--- src/rtl/pe_feeder_pkg.sv ---
// ============================================================================
// Module  : pe_feeder_pkg
// Brief   : Shared state encoding and sizing constants for the PE fmap feeder.
// Revision: 1.0
// ============================================================================
`default_nettype none

package pe_feeder_pkg;

    localparam int DEFAULT_DATA_WIDTH = 16;
    localparam int DEFAULT_ADDR_WIDTH = 8;
    localparam int DEFAULT_CNT_WIDTH  = 8;

    localparam int SKID_DEPTH = 2;
    localparam int OCC_WIDTH  = $clog2(SKID_DEPTH + 1);
    localparam int PTR_WIDTH  = $clog2(SKID_DEPTH);

    typedef enum logic [2:0] {
        IDLE       = 3'd0,
        START      = 3'd1,
        STREAM     = 3'd2,
        WAIT_SHIFT = 3'd3,
        DONE       = 3'd4
    } feeder_state_t;

endpackage

`default_nettype wire

--- src/rtl/feeder_skid_buf.sv ---
// ============================================================================
// Module  : feeder_skid_buf
// Brief   : Two-entry FIFO that absorbs SRAM read data while the PE is full.
// Revision: 1.0
// ============================================================================
`default_nettype none

module feeder_skid_buf
    import pe_feeder_pkg::*;
#(
    parameter int DATA_WIDTH = DEFAULT_DATA_WIDTH
) (
    input  logic                  clk,
    input  logic                  rst,
    input  logic                  push,
    input  logic [DATA_WIDTH-1:0] push_data,
    input  logic                  pop,
    output logic [DATA_WIDTH-1:0] head,
    output logic                  head_valid,
    output logic [OCC_WIDTH-1:0]  occupancy
);

    logic [DATA_WIDTH-1:0] r_mem [SKID_DEPTH];
    logic [PTR_WIDTH-1:0]  r_wr_ptr;
    logic [PTR_WIDTH-1:0]  r_rd_ptr;
    logic [OCC_WIDTH-1:0]  r_count;
    logic                  w_push;
    logic                  w_pop;

    assign w_push = push && (r_count != OCC_WIDTH'(SKID_DEPTH));
    assign w_pop  = pop && (r_count != '0);

    always_ff @(posedge clk) begin
        if (rst) begin
            for (int i = 0; i < SKID_DEPTH; i++) begin
                r_mem[i] <= '0;
            end
            r_wr_ptr <= '0;
            r_rd_ptr <= '0;
            r_count  <= '0;
        end else begin
            if (w_push) begin
                r_mem[r_wr_ptr] <= push_data;
                r_wr_ptr        <= r_wr_ptr + 1'b1;
            end
            if (w_pop) begin
                r_rd_ptr <= r_rd_ptr + 1'b1;
            end
            // Push and pop together leave the count unchanged.
            case ({w_push, w_pop})
                2'b10:   r_count <= r_count + 1'b1;
                2'b01:   r_count <= r_count - 1'b1;
                default: r_count <= r_count;
            endcase
        end
    end

    assign head       = r_mem[r_rd_ptr];
    assign head_valid = (r_count != '0);
    assign occupancy  = r_count;

endmodule

`default_nettype wire

--- src/rtl/pe_fmap_feeder.sv ---
// ============================================================================
// Module  : pe_fmap_feeder
// Brief   : Streams multi-segment fmap loads from SRAM into one PE fmap FIFO.
//           Define FEEDER_PERF_CNT_EN to add the stall_cycles counter port.
// Revision: 1.0
// ============================================================================
`default_nettype none

module pe_fmap_feeder
    import pe_feeder_pkg::*;
#(
    parameter int DATA_WIDTH = DEFAULT_DATA_WIDTH,
    parameter int ADDR_WIDTH = DEFAULT_ADDR_WIDTH,
    parameter int CNT_WIDTH  = DEFAULT_CNT_WIDTH
) (
    input  logic                  clk,
    input  logic                  rst,
    input  logic                  cfg_start,
    input  logic [ADDR_WIDTH-1:0] cfg_base_addr,
    input  logic [CNT_WIDTH-1:0]  cfg_seg_len,
    input  logic [CNT_WIDTH-1:0]  cfg_seg_num,
    output logic                  busy,
    output logic                  done,
    output logic                  mem_rd_en,
    output logic [ADDR_WIDTH-1:0] mem_rd_addr,
    input  logic [DATA_WIDTH-1:0] mem_rd_data,
    output logic                  start_feature_load,
    output logic                  load_full_cloumn,
    output logic [DATA_WIDTH-1:0] feature_in,
    output logic                  feature_in_en,
    input  logic                  fifo_full_fmap,
    input  logic                  shift_finish_flg
`ifdef FEEDER_PERF_CNT_EN
    ,
    output logic [31:0]           stall_cycles
`endif
);

    feeder_state_t r_state;
    feeder_state_t w_state_next;

    logic [ADDR_WIDTH-1:0] r_addr;
    logic [CNT_WIDTH-1:0]  r_seg_len;
    logic [CNT_WIDTH-1:0]  r_seg_num;
    logic [CNT_WIDTH-1:0]  r_issued;
    logic [CNT_WIDTH-1:0]  r_accepted;
    logic [CNT_WIDTH-1:0]  r_seg_done;
    logic                  r_zero_job;
    logic                  r_inflight;
    logic                  r_load_full;

    logic                  w_cfg_accept;
    logic                  w_rd_en;
    logic                  w_pop;
    logic                  w_head_valid;
    logic [DATA_WIDTH-1:0] w_head;
    logic [OCC_WIDTH-1:0]  w_occ;
    logic [OCC_WIDTH:0]    w_fill;
    logic [CNT_WIDTH:0]    w_acc_next;
    logic [CNT_WIDTH:0]    w_seg_done_next;
    logic                  w_seg_end;
    logic                  w_more_segs;
    logic                  w_start_pulse;

    feeder_skid_buf #(
        .DATA_WIDTH (DATA_WIDTH)
    ) u_skid (
        .clk        (clk),
        .rst        (rst),
        .push       (r_inflight),
        .push_data  (mem_rd_data),
        .pop        (w_pop),
        .head       (w_head),
        .head_valid (w_head_valid),
        .occupancy  (w_occ)
    );

    assign w_cfg_accept = (r_state == IDLE) && cfg_start;
    assign w_pop        = w_head_valid && !fifo_full_fmap;

    // Slots committed at the next edge; a new read is only issued if it is
    // guaranteed a free entry when its data lands.
    assign w_fill  = {1'b0, w_occ} + {{OCC_WIDTH{1'b0}}, r_inflight}
                   - {{OCC_WIDTH{1'b0}}, w_pop};
    assign w_rd_en = (r_state == STREAM) && (r_issued < r_seg_len)
                   && (w_fill < (OCC_WIDTH + 1)'(SKID_DEPTH));

    assign w_acc_next      = {1'b0, r_accepted} + {{CNT_WIDTH{1'b0}}, w_pop};
    assign w_seg_end       = (r_state == STREAM) && (w_acc_next == {1'b0, r_seg_len});
    assign w_seg_done_next = {1'b0, r_seg_done} + {{CNT_WIDTH{1'b0}}, 1'b1};
    assign w_more_segs     = (w_seg_done_next < {1'b0, r_seg_num});
    assign w_start_pulse   = (r_state == START) && !r_zero_job;

    always_comb begin
        w_state_next = r_state;
        case (r_state)
            IDLE:       if (cfg_start) w_state_next = START;
            START:      w_state_next = r_zero_job ? DONE : STREAM;
            STREAM:     if (w_seg_end) w_state_next = w_more_segs ? WAIT_SHIFT : DONE;
            WAIT_SHIFT: if (shift_finish_flg) w_state_next = START;
            DONE:       w_state_next = IDLE;
            default:    w_state_next = IDLE;
        endcase
    end

    always_ff @(posedge clk) begin
        if (rst) begin
            r_state     <= IDLE;
            r_addr      <= '0;
            r_seg_len   <= '0;
            r_seg_num   <= '0;
            r_issued    <= '0;
            r_accepted  <= '0;
            r_seg_done  <= '0;
            r_zero_job  <= 1'b0;
            r_inflight  <= 1'b0;
            r_load_full <= 1'b0;
        end else begin
            r_state    <= w_state_next;
            r_inflight <= w_rd_en;

            if (w_cfg_accept) begin
                r_addr     <= cfg_base_addr;
                r_seg_len  <= cfg_seg_len;
                r_seg_num  <= cfg_seg_num;
                r_seg_done <= '0;
                r_zero_job <= (cfg_seg_len == '0) || (cfg_seg_num == '0);
            end

            if (r_state == START) begin
                r_issued   <= '0;
                r_accepted <= '0;
            end

            // The address keeps running across segments and wraps naturally.
            if (w_rd_en) begin
                r_issued <= r_issued + 1'b1;
                r_addr   <= r_addr + 1'b1;
            end

            if (r_state == STREAM) begin
                r_accepted <= w_acc_next[CNT_WIDTH-1:0];
            end

            if (w_seg_end) begin
                r_seg_done <= w_seg_done_next[CNT_WIDTH-1:0];
            end

            if (w_start_pulse) begin
                r_load_full <= 1'b1;
            end else if (w_state_next == DONE) begin
                r_load_full <= 1'b0;
            end
        end
    end

`ifdef FEEDER_PERF_CNT_EN
    logic [31:0] r_stall_cycles;

    always_ff @(posedge clk) begin
        if (rst) begin
            r_stall_cycles <= '0;
        end else if (w_cfg_accept) begin
            r_stall_cycles <= '0;
        end else if (w_head_valid && fifo_full_fmap && (r_stall_cycles != '1)) begin
            r_stall_cycles <= r_stall_cycles + 1'b1;
        end
    end

    assign stall_cycles = r_stall_cycles;
`endif

    assign busy               = (r_state != IDLE);
    assign done               = (r_state == DONE);
    assign mem_rd_en          = w_rd_en;
    assign mem_rd_addr        = r_addr;
    assign start_feature_load = w_start_pulse;
    assign load_full_cloumn   = r_load_full | w_start_pulse;
    assign feature_in         = w_head_valid ? w_head : '0;
    assign feature_in_en      = w_pop;

endmodule

`default_nettype wire

--- config.mk ---
export PLATFORM = sky130hd
export DESIGN_NAME = pe_fmap_feeder
export DESIGN_NICKNAME = d
export VERILOG_FILES = /design/src/rtl/pe_feeder_pkg.sv /design/src/rtl/feeder_skid_buf.sv /design/src/rtl/pe_fmap_feeder.sv
export SDC_FILE = /design/constraint.sdc
export NUM_CORES = 1
export LEC_CHECK = 0
export ABC_AREA = 1
export CAP_MARGIN = 20
export CORE_MARGIN = 4
export CORE_UTILIZATION = 54
export CTS_BUF_LIST = sky130_fd_sc_hd__clkbuf_16
export DETAILED_ROUTE_END_ITERATION = 12
export GPL_ROUTABILITY_DRIVEN = 0
export PLACE_DENSITY_LB_ADDON = 0.2
export REMOVE_ABC_BUFFERS = 1
export SYNTH_ARGS = -nofsm -noshare
export SYNTH_HDL_FRONTEND = slang
export SYNTH_SLANG_ARGS = --single-unit
--- constraint.sdc ---
create_clock -name clk -period 5.33 [get_ports clk]
set_input_delay 1.599 -clock clk [delete_from_list [all_inputs] [get_ports clk]]
set_output_delay 1.599 -clock clk [all_outputs]
set_load 0.1 [all_outputs]
## Word level (Yosys, flattened, before mapping)

Memories as Yosys holds them, arrays and structs flattened. A register that Yosys moved wholly into a read port is not among the register bits.
Index checks and enable logic that the tools add are counted.

- Register bits after elaboration: 58
- RAM bits: 32
- Bits of input ports: 45
- Memories kept: 1

- Add/subtract/negate cells: 10
- $lt $le $gt $ge: 3
- Equality and inequality tests: 9
- Mux-type cells: 27
- Bitwise operators: 1
- Reductions and logical operators: 23

Memories:

| memory | depth | bits a word | read ports | clocked after Yosys merged registers in | wr ports | RTL line | source |
|---|---|---|---|---|---|---|---|
| u_skid.r_mem | 2 | 16 | 1 | 1 | 2 | feeder_skid_buf.sv:23 | `logic [DATA_WIDTH-1:0] r_mem [SKID_DEPTH];` |

Operator list:

| kind | count |
|---|---|
| 8-bit 2-to-1 mux | 7 |
| 16-bit 2-to-1 mux | 2 |
| 8-bit by 1-bit adder with 8-bit output (second input constant) | 2 |
| 8-bit logical NOT | 2 |
| 16-bit OR reduction | 1 |
| 3-bit 2-to-1 mux | 5 |
| 2-bit nonzero test | 7 |
| 3-bit one-hot mux with 4 select lines | 1 |
| 1-bit 2-to-1 mux | 11 |
| 8-bit by 1-bit adder with 9-bit output | 1 |
| 8-bit by 1-bit adder with 9-bit output (second input constant) | 1 |
| 9-bit by 8-bit == test with 1-bit output | 1 |
| 9-bit by 8-bit < comparator with 1-bit output | 1 |
| 1-bit logical AND | 8 |
| 8-bit < comparator | 1 |
| 3-bit by 2-bit == test with 1-bit output (second input constant) | 2 |
| 3-bit == test (second input constant) | 2 |
| 2-bit one-hot mux with 2 select lines | 1 |
| 2-bit by 1-bit adder with 3-bit output | 1 |
| 3-bit by 1-bit == test with 1-bit output (second input constant) | 1 |
| 3-bit logical NOT | 1 |
| 3-bit by 2-bit < comparator with 1-bit output (second input constant) | 1 |
| 3-bit nonzero test | 1 |
| 3-bit by 1-bit subtractor with 3-bit output | 1 |
| 9 further kinds | 11 |

## Depth between registers and ports, before layout

Gate-level depths: netlist of the first run.

- Word-level depth: 10
- Mapped depth: 17

## Modules after synthesis

From an unflattened synthesis of the first run, not the netlist that was laid out.

- Cell total of the unflattened synthesis: 647
- Area, all modules: 5109.9 um^2

Modules (own cells, without submodules):

| module | instances | cells an instance | area an instance (um^2) |
|---|---|---|---|
| pe_fmap_feeder | 1 | 509 | 3442.1 |
| feeder_skid_buf | 1 | 138 | 1667.8 |

## Worst setup path before layout of the first run

No wires, ideal clock.

- Path kind: input port to output port
- Start: input port fifo_full_fmap
- End: output port mem_rd_en
- Data arrival time: 5.078 ns
- Required time: 3.731 ns
- Slack: -1.347 ns
- Cell stages on the path: 9
- Path buffers: 0
- Cell sequence: nor2_1 -> ha_1 -> inv_1 -> nand2_1 -> fa_1 -> xor2_1 -> nor2_4 -> nand4_2 -> inv_1

- Word-level cells in the longest chain between the ends: 5

RTL lines:

| item | RTL line | source |
|---|---|---|
| start, declared | pe_fmap_feeder.sv:31 | `input logic fifo_full_fmap,` |
| 1-bit logical NOT | pe_fmap_feeder.sv:79 | `assign w_pop = w_head_valid && !fifo_full_fmap;` |
| 1-bit logical AND | pe_fmap_feeder.sv:79 |  |
| 3-bit by 1-bit subtractor with 3-bit output | pe_fmap_feeder.sv:84 | `- {{OCC_WIDTH{1'b0}}, w_pop};` |
| 3-bit by 2-bit < comparator with 1-bit output | pe_fmap_feeder.sv:86 | `&& (w_fill < (OCC_WIDTH + 1)'(SKID_DEPTH));` |
| 1-bit logical AND | pe_fmap_feeder.sv:86 |  |
| end, declared | pe_fmap_feeder.sv:24 | `output logic mem_rd_en,` |

Every way passes these cells.

## Final worst setup path of the first run

Same ends and word-level chain as after synthesis.

==> results of run 1 <==
area by class of cell:
cell class | instances | area, µm² | area share [%]
Clock buffer | 9 | 225 | 3.72
Tap cell | 108 | 135 | 2.23
Multi-Input combinational cell | 447 | 2400 | 39.6
Clock inverter | 7 | 76.3 | 1.26
Inverter | 71 | 267 | 4.40
Sequential cell | 91 | 2140 | 35.3
Timing Repair Buffer | 82 | 815 | 13.4
tightest hold or removal path: stages (launching register included):
cell and delay, ps:
dfxtp_1 300, inv_1 60, a21oi_1 60
stage by stage:
step           cell area, µm²  cells  setup WS [ps]
3_5_place_dp             5760    799           82.3
2_1_floorplan            4810    609          -1690
5_1_grt                  6060    815            315
4_1_cts                  6060    815           77.7
3_3_place_gp             5740    798           74.0
6_report                 6060    815            441
placed cells by master, fill, tap and decap left out, drive strengths merged, types with 2 or more instances in the layout:
| cell | n |
|---|---|
| a21oi | 80 |
| buf | 10 |
| clkbuf | 9 |
| clkdlybuf4s50 | 71 |
| clkinv | 5 |
| dfxtp | 59 |
| edfxtp | 32 |
| ha | 21 |
| inv | 71 |
| nand2 | 142 |
| nand3 | 60 |
| nand3b | 2 |
| nand4 | 14 |
| nor2 | 67 |
| nor3 | 5 |
| nor4 | 4 |
| o21a | 2 |
| o21ai | 24 |
| or2 | 2 |
| xnor2 | 6 |
| xor2 | 13 |
kinds of logic after synthesis:
logic type | count (synthesis)
AND/OR/NAND/NOR | 297
XOR/XNOR | 19
AO/OA/AOI/OAI | 109
adder cells (fa/ha/maj) | 22
flip-flops | 91
buffers and inverters | 94
registers in the layout, indices dropped and copies added (netlist names), named ones only:
signal / cells
r_seg_len: 8
r_state: 3
u_skid.r_mem: 32
r_zero_job: 1
r_issued: 8
u_skid.r_rd_ptr: 1
r_seg_done: 8
r_seg_num: 8
r_load_full: 1
u_skid.occupancy: 2
r_inflight: 1
r_accepted: 8
u_skid.r_wr_ptr: 1
mem_rd_addr: 8
per-layer routing:
metal / track usage, % / vias to the layer above
met1: 29.0 / 2085
met4: 8.47 / 0
met2: 36.9 / 137
li1: - / 2232
met3: 2.75 / 16
met5: 0 / -
power by group:
part / total [mW] / switching (mW) / internal (mW) / leakage (nW)
sequential: 0.793 / 0.0321 / 0.761 / 0.812
clock: 0.638 / 0.272 / 0.367 / 0.148
combinational: 0.504 / 0.356 / 0.147 / 1.54
worst max path at each step:
stage | end | slack, ps | from
2_1_floorplan | mem_rd_en | -1690 | fifo_full_fmap
3_3_place_gp | mem_rd_en | 70 | fifo_full_fmap
3_5_place_dp | mem_rd_en | 80 | fifo_full_fmap
4_1_cts | mem_rd_en | 80 | fifo_full_fmap
5_1_grt | mem_rd_en | 310 | fifo_full_fmap
6_report | mem_rd_en | 440 | fifo_full_fmap
repair_timing:
item,4_1_cts,5_1_grt
setup endpoints to repair,0,1
buffers inserted,0,0
endpoints found under the hold margin,0,0
gates resized for setup,0,3
==> summary.txt, run 1 <==
Synth Instances = 632
Drt initial violations = 246
Min-Delay Path Class = reg2reg
Hold buffers post-CTS = 0
XOR/XNOR Fraction of Synth Area = 3.39%
Setup violators final = 0
Synth Area in Adders = 5.75%
Share of layout cells above drive strength 1 = 7.92%
CP Capture Type = output pin
Post-Route M1 WL = 5220 µm
YS warnings = 0
WP buf/inv = 5
Site Rows = 34
Crit path DAT = 3290 ps
Top FF cell, synth = dfxtp_1
Slew headroom = 34.4%
Syn Std Cell Area = 0.00491 mm²
Mapped Avg Cell Area = 7.78 µm²
Layout Utilization = 68.8%
Flops & latches, synth = 91
Crit path max fanout = 2
Initial antenna violation count = 0
Leading area contributor after synthesis = dfxtp_1
Status = finished, final reports clean
Most frequent CP cell = inv_1
Power Total = 1.94 mW
Distinct cells, synth = 39
DRC = 0
Critical Path Stages = 11
HPWL Detailed = 8250 µm
Vias in the first global route = 4232
Async set-reset flop share out of synthesis = 0%
Initial Util = 55.8%
Slowest CP cell = fa_1
Fill count = 717
Clk slew on worst S/H paths = 70 ps
Fin crit share = 91.7%
Global route total overflow = 0
Hold path cells = 2
Die ar. = 0.0107 mm²
Max Buffers Root-to-Sink = 2
Ports = 75
Max_cap viols = 0
TNS Setup = 0 ps
GRT Overall Usage = 22.0%
Seq/Total Area, Yosys = 43.6%
Clock skew = 10.0 ps
Pleak = 2.50 nW
Post-synthesis mux area share = 0%
Via count = 4470
Hold WS = 461 ps
Via-to-Cell Ratio = 5.48
VDD IR max = 0.243 mV
Hold Path Sink = r_seg_num[1]
Max Used Layer = met4
Delay-heaviest family, CP = adder cells
Largest family of logic cells by synthesized area = simple AND/OR/NAND/NOR gates
Worst R2R End = r_issued[3]
Die X = 103 µm
Worst r2r src = u_skid.occupancy[0]
Global-route wire length before repair = 18900 µm
Final-report hold violation count = 0
DR WL/cell = 14.1 µm
Synth top cells by count = nand2_1 (133), a21oi_1 (79), inv_1 (64), dfxtp_1 (59), nor2_1 (59)
Pwr Density = 319 mW/mm²
RSZ-0062 raised after global routing = false
Ant. Diodes = 0
Routed wire length = 11500 µm
Routed met3 length = 609 µm
HP Start = r_seg_num[1]
EDFF count, synth = 32
Routed wl met2 = 5430 µm
CP startpoint kind = input pin
Area growth from synthesis to layout = 23.3%
Worst-margin pin slew = 980 ps
Slew Limit Fails = 0
Clk Latency, worst-skew pair = 340 ps
Die Y = 103 µm
Worst-path cell chain = dlymetal6s2s_1, nor2_2, ha_1, inv_1, nand2_1, fa_1, inv_1, nor2_4, nand4_2, inv_2, buf_12
Slowest cell delay on critical path = 480 ps
Top-count cell post-synth = nand2_1
Crit Path Class = in2out
Synth area leaders = dfxtp_1 (24%), edfxtp_1 (20%), nand2_1 (10%), a21oi_1 (8.0%), nand3_1 (5.6%)
Post-Synth Simple-Gate Area = 28.3%
Clk root buf = clkbuf_16
Num CTS Buffers = 9
Pin count of the biggest net entering global routing = 35
Pre-antenna DRT Iters = 4
Synth top area share = 24.0%
FMAX = 205 MHz
Port bufs = 74
# H-tree levels = 3
Compound-Gate Fraction of Synth Area = 11.4%
R2R Setup Slk = 2650 ps
Routed Antenna Nets = 0
Req. time, crit path = 3730 ps
# clock sinks = 91
Core area = 0.00881 mm²
Worst Reg2Reg Path Length in Cells = 12
CTS tree = done
Final net count = 769
Post-route minimum period = 4890 ps
(Power assumes the default switching activity.)
==> run 2, diff against run 1 <==
--- a/config.mk
+++ b/config.mk
@@ -13,6 +13,7 @@
 export DETAILED_ROUTE_END_ITERATION = 12
 export GPL_ROUTABILITY_DRIVEN = 0
 export PLACE_DENSITY_LB_ADDON = 0.2
+export RECOVER_POWER = 50
 export REMOVE_ABC_BUFFERS = 1
 export SYNTH_ARGS = -nofsm -noshare
 export SYNTH_HDL_FRONTEND = slang
==> summary.txt, run 2 (synthesis gave the netlist of run 1 again) <==
Violated checks = capacitance limit, slew limit
Most common cell after layout, fill and taps aside = nand2_1 (unchanged)
Initial antenna violation count = 0 (unchanged)
Die Y = 103 µm (unchanged)
Sequential power share = 41.1% (was 41.0%)
Num CTS Buffers = 9 (unchanged)
Pwr Density = 320 mW/mm² (was 319 mW/mm²)
Fin cells = 815 (unchanged)
Routed Antenna Nets = 0 (unchanged)
# clock sinks = 91 (unchanged)
VDD IR max = 0.243 mV (about the same)
Worst-margin pin slew = 1660 ps (was 980 ps)
Clk Latency, worst-skew pair = 340 ps (about the same)
Max FFs per register = 32 (unchanged)
Multi-input logic area = 0.00238 mm² (was 0.00240 mm²)
DR WL/cell = 14.1 µm (about the same)
Setup violators final = 0 (unchanged)
Inst Count DP = 799 (unchanged)
Gate power share = 25.8% (was 26.0%)
Global route total overflow = 0 (unchanged)
FF/Latch Area = 0.00214 mm² (unchanged)
Setup Buffers After CTS = 0 (unchanged)
Core area = 0.00881 mm² (unchanged)
Pleak = 2.48 nW (was 2.50 nW)
Final net count = 769 (unchanged)
Sw frac = 34.1% (about the same)
Crit Path Class = in2out (unchanged)
FMAX = 204 MHz (was 205 MHz)
Die X = 103 µm (unchanged)
Slew Limit Fails = 35 (was 0)
Post-route minimum period = 4910 ps (was 4890 ps)
Slew headroom = -10.5% (was 34.4%)
Drt initial violations = 204 (was 246)
Status = finished, violations left (was finished, final reports clean)
Routed wire length = 11500 µm (about the same)
DRC = 0 (unchanged)
Cell Int Power = 1.27 mW (was 1.28 mW)
Clk slew on worst S/H paths = 70 ps (about the same)
Vias in the first global route = 4232 (unchanged)
Routed wl met2 = 5440 µm (was 5430 µm)
Fill count = 727 (was 717)
Min-Delay Path Class = reg2reg (unchanged)
Share of layout cells above drive strength 1 = 7.07% (was 7.92%)
Hold buffers post-CTS = 0 (unchanged)
Final-report hold violation count = 0 (unchanged)
Switching power = 0.658 mW (was 0.660 mW)
Max Buffers Root-to-Sink = 2 (unchanged)
TNS Setup = 0 ps (unchanged)
Post-Route M1 WL = 5250 µm (was 5220 µm)
Global-route wire length before repair = 18900 µm (unchanged)
Fin crit share = 92.2% (was 91.7%)
Most flop-heavy register = u_skid.r_mem (unchanged)
Via count = 4454 (was 4470)
Ant. Diodes = 0 (unchanged)
Initial Util = 55.8% (unchanged)
Area growth from synthesis to layout = 22.6% (was 23.3%)
Pre-antenna DRT Iters = 5 (was 4)
Max_cap viols = 1 (was 0)
CP startpoint kind = input pin (unchanged)
Commonest non-fill, non-tap cells in the layout = nand2_1 (133), a21oi_1 (79), clkdlybuf4s50_1 (70) (was nand2_1 (133), a21oi_1 (79), clkdlybuf4s50_1 (71))
GRT Overall Usage = 22.0% (unchanged)
Clock skew = 9.72 ps (was 10.0 ps)
Routed met3 length = 584 µm (was 609 µm)
Max Used Layer = met4 (unchanged)
Crit path DAT = 3310 ps (was 3290 ps)
Port bufs = 74 (unchanged)
Ports = 75 (unchanged)
RSZ-0062 raised after global routing = false (unchanged)
Pin count of the biggest net entering global routing = 35 (unchanged)
Clk root buf = clkbuf_16 (unchanged)
Site Rows = 34 (unchanged)
Clock share of power = 33.0% (about the same)
CTS tree = done (unchanged)
Post-CTS Resized = 0 (unchanged)
Req. time, crit path = 3730 ps (about the same)
HPWL Detailed = 8250 µm (unchanged)
CP Capture Type = output pin (unchanged)
Die ar. = 0.0107 mm² (unchanged)
Crit path max fanout = 2 (unchanged)
# H-tree levels = 3 (unchanged)
Via-to-Cell Ratio = 5.47 (was 5.48)
## run 2: layout make-up
| class | count | share of cell area (%) |
|---|---|---|
| clock buffers | 9 | 3.74 |
| repair buffers | 82 | 13.3 |
| flip-flops and latches | 91 | 35.5 |
| clock inverters | 7 | 1.27 |
| well taps | 108 | 2.24 |
| inverters | 71 | 4.42 |
| multi-input cells | 447 | 39.5 |
## run 2: path summary, 6_finish.rpt
check,startpoint,end,slack (ps),cells after the start
max reg2reg,u_skid.occupancy[0],mem_rd_addr[7],2010,13
min,r_seg_num[1],r_seg_num[1],460,2
max,fifo_full_fmap,mem_rd_en,420,11
min reg2reg,r_seg_num[1],r_seg_num[1],460,2
## run 2: worst max-delay path, stage by stage
cell and delay [ps]:
dlymetal6s2s_1 130, nor2_1 140, ha_1 250, inv_1 60, nand2_1 60, fa_1 480, inv_1 60, nor2_4 110
nand4_1 140, inv_2 120, buf_12 170
## run 2: layer usage
layer  vias to the layer above  track usage (%)
met1                      2070             29.0
met5                         -                0
met3                        16             2.75
met4                         0             8.47
li1                       2236                -
met2                       132             36.9
## run 2: per-stage QoR
stage / hold WS (ps) / util (%) / cell area, µm² / power, mW / setup WS (ps)
CTS: 461 / 68.8 / 6060 / 1.94 / 77.7
finish: 464 / 68.4 / 6030 / 1.93 / 416
global route: 491 / 68.4 / 6030 / 2.01 / 259
global placement: 432 / 65.2 / 5740 / 1.29 / 74.0
detailed placement: 453 / 65.4 / 5760 / 1.31 / 82.3
floorplan: 426 / - / 4810 / 1.15 / -1690
## run 2: power groups by stage
stage	combinational [mW]	sequential, mW	clock, mW
floorplan	0.285	0.867	0
finish	0.499	0.794	0.638
global route	0.539	0.798	0.676
CTS	0.504	0.793	0.645
detailed placement	0.501	0.808	0
global placement	0.489	0.806	0
==> variant (settings of run 1) <==
Change the package constant `DEFAULT_DATA_WIDTH` from 16 to 32.
--- a/src/rtl/pe_feeder_pkg.sv
+++ b/src/rtl/pe_feeder_pkg.sv
@@ -8,5 +8,5 @@
 package pe_feeder_pkg;
 
-    localparam int DEFAULT_DATA_WIDTH = 16;
+    localparam int DEFAULT_DATA_WIDTH = 32;
     localparam int DEFAULT_ADDR_WIDTH = 8;
     localparam int DEFAULT_CNT_WIDTH  = 8;
Interface: changed (resized feature_in and mem_rd_data); port bits go from 75 to 107. No check against the original RTL was run, so the function may have changed too.
==> variant against run 1 <==
- design area rose by 33%
- routed wire length rose by 34%
- worst setup slack got worse by 0.11 ns
- sequential cell count rose by 32
- power rose by 52%
- synthesized area rose by 27%
- count of clock-buffer cells in the layout rose by 8
==> variant: results (changes against run 1) <==
outcome=completed; initial antenna violation count=0 (unchanged); Synth cell types=36 (-7.7%); clk_skew=0.0128 ns (+0.00284 ns); # fillers=862 (+20%); Max FO, Critical Path=2 (unchanged); layout cells sized above 1=11.0% (+3.1 points); Clock Latency Late Sink=0.41 ns (+0.07 ns); Placed Area=7380 µm² (+28%); Worst Tran Pin Value=1.03 ns (+0.0475 ns); via count=5608 (+25%); IO buf count=106 (+43%); H-tree depth=4 (+1); Psw=0.925 mW (+40%); initial drt markers=520 (+110%); Post-DP HPWL=10.1 mm (+22%); synth top area cells=edfxtp_1, dfxtp_1, nand2_1, a21oi_1, nor2_1; total track usage=23.6% (+1.6 points); Num CTS Buffers=17 (+8); largest net degree at the start of global routing=36 (+2.9%); LEAKAGE=3.47 nW (+39%); list of most frequent post-synthesis cells=nand2_1, nor2_1, inv_1; post-synthesis sequential area ratio=49.6% (+6.1 points); Largest register FFs=64 (+100%); Synth warnings=0 (unchanged); first-pass iteration count of the detailed router=7 (+3); ys async rst share=0% (unchanged); r2r worst-path depth=13 (+1); WP data arrival=3.40 ns (+0.11 ns); worst vdd rail ir drop=0.221 mV (-9.2%); Layout Nets=971 (+26%); Largest Register=u_skid.r_mem; drt wl/cell=14.7 µm (+4.2%); EDFF count, synth=64 (+100%); post-synth top area cell=edfxtp_1; first-pass GRT wire length=25.3 mm (+34%)
==> variant: repair_timing <==
item | CTS | global route
endpoints found under the setup margin | 1 | 1
buffers inserted | 0 | 1
gates resized for setup | 3 | 2
pin swaps | 0 | 2
==> variant: power groups by stage <==
stage	registers [mW]	logic [mW]	clock network, mW
6_report	1.08	0.618	1.24
5_1_grt	1.08	0.664	1.29
4_1_cts	1.08	0.618	1.25
3_5_place_dp	1.10	0.609	0
3_3_place_gp	1.09	0.600	0
2_1_floorplan	1.16	0.359	0
==> variant: cell type report <==
| cell class | count | area [µm²] | share of cell area, % |
|---|---|---|---|
| Multi-Input combinational cell | 532 | 2670 | 33.2 |
| Sequential cell | 123 | 3100 | 38.6 |
| Tap cell | 143 | 179 | 2.23 |
| Clock inverter | 15 | 210 | 2.62 |
| Inverter | 94 | 353 | 4.39 |
| Clock buffer | 17 | 425 | 5.30 |
| Timing Repair Buffer | 120 | 1100 | 13.6 |
==> variant: path summary, 6_finish.rpt <==
| check | from | to | slack, ns |
|---|---|---|---|
| min reg2reg | r_seg_num[4]$_SDFFE_PP0P_ | r_seg_num[4]$_SDFFE_PP0P_ | 0.46 |
| min | r_seg_num[4]$_SDFFE_PP0P_ | r_seg_num[4]$_SDFFE_PP0P_ | 0.46 |
| max | fifo_full_fmap | mem_rd_en | 0.33 |
| max reg2reg | u_skid.occupancy[1]$_SDFFE_PP0P_ | mem_rd_addr[4]$_SDFFE_PP0P_ | 2.11 |
==> variant: logic make-up (layout without fill, tap and decap cells) <==
group | Yosys count | in the layout | synth area share, %
AND/OR/NAND/NOR | 374 | 374 | 25.8
buffers and inverters | 126 | 246 | 7.83
flip-flops | 123 | 123 | 49.6
AO/OA/AOI/OAI | 119 | 119 | 9.83
adder cells (fa/ha/maj) | 22 | 22 | 4.52
XOR/XNOR | 17 | 17 | 2.38
==> variant: metrics by stage <==
step                      worst slack, ns  util [%]  std cells
after floorplan                     -1.62         -        749
after global routing                0.186      70.7       1044
after detailed placement           0.0455      64.9       1011
after global placement             0.0176      64.9       1011
after CTS                         0.00525      70.6       1043
final                               0.330      70.7       1044
==> variant: layer usage <==
layer / GRT usage [%] / routed length [µm]
met3: 5.07 / 943
met1: 29.5 / 6490
met5: 0 / 0
met2: 40.3 / 7620
met4: 9.00 / 256
==> variant: critical path: stages <==
cell and delay, ns:
dlymetal6s2s_1 0.14, nor2_2 0.14, ha_1 0.25, inv_1 0.06, nand2_1 0.07, fa_2 0.56
inv_1 0.06, nor2_2 0.10, nand4_2 0.13, inv_2 0.12, buf_12 0.17
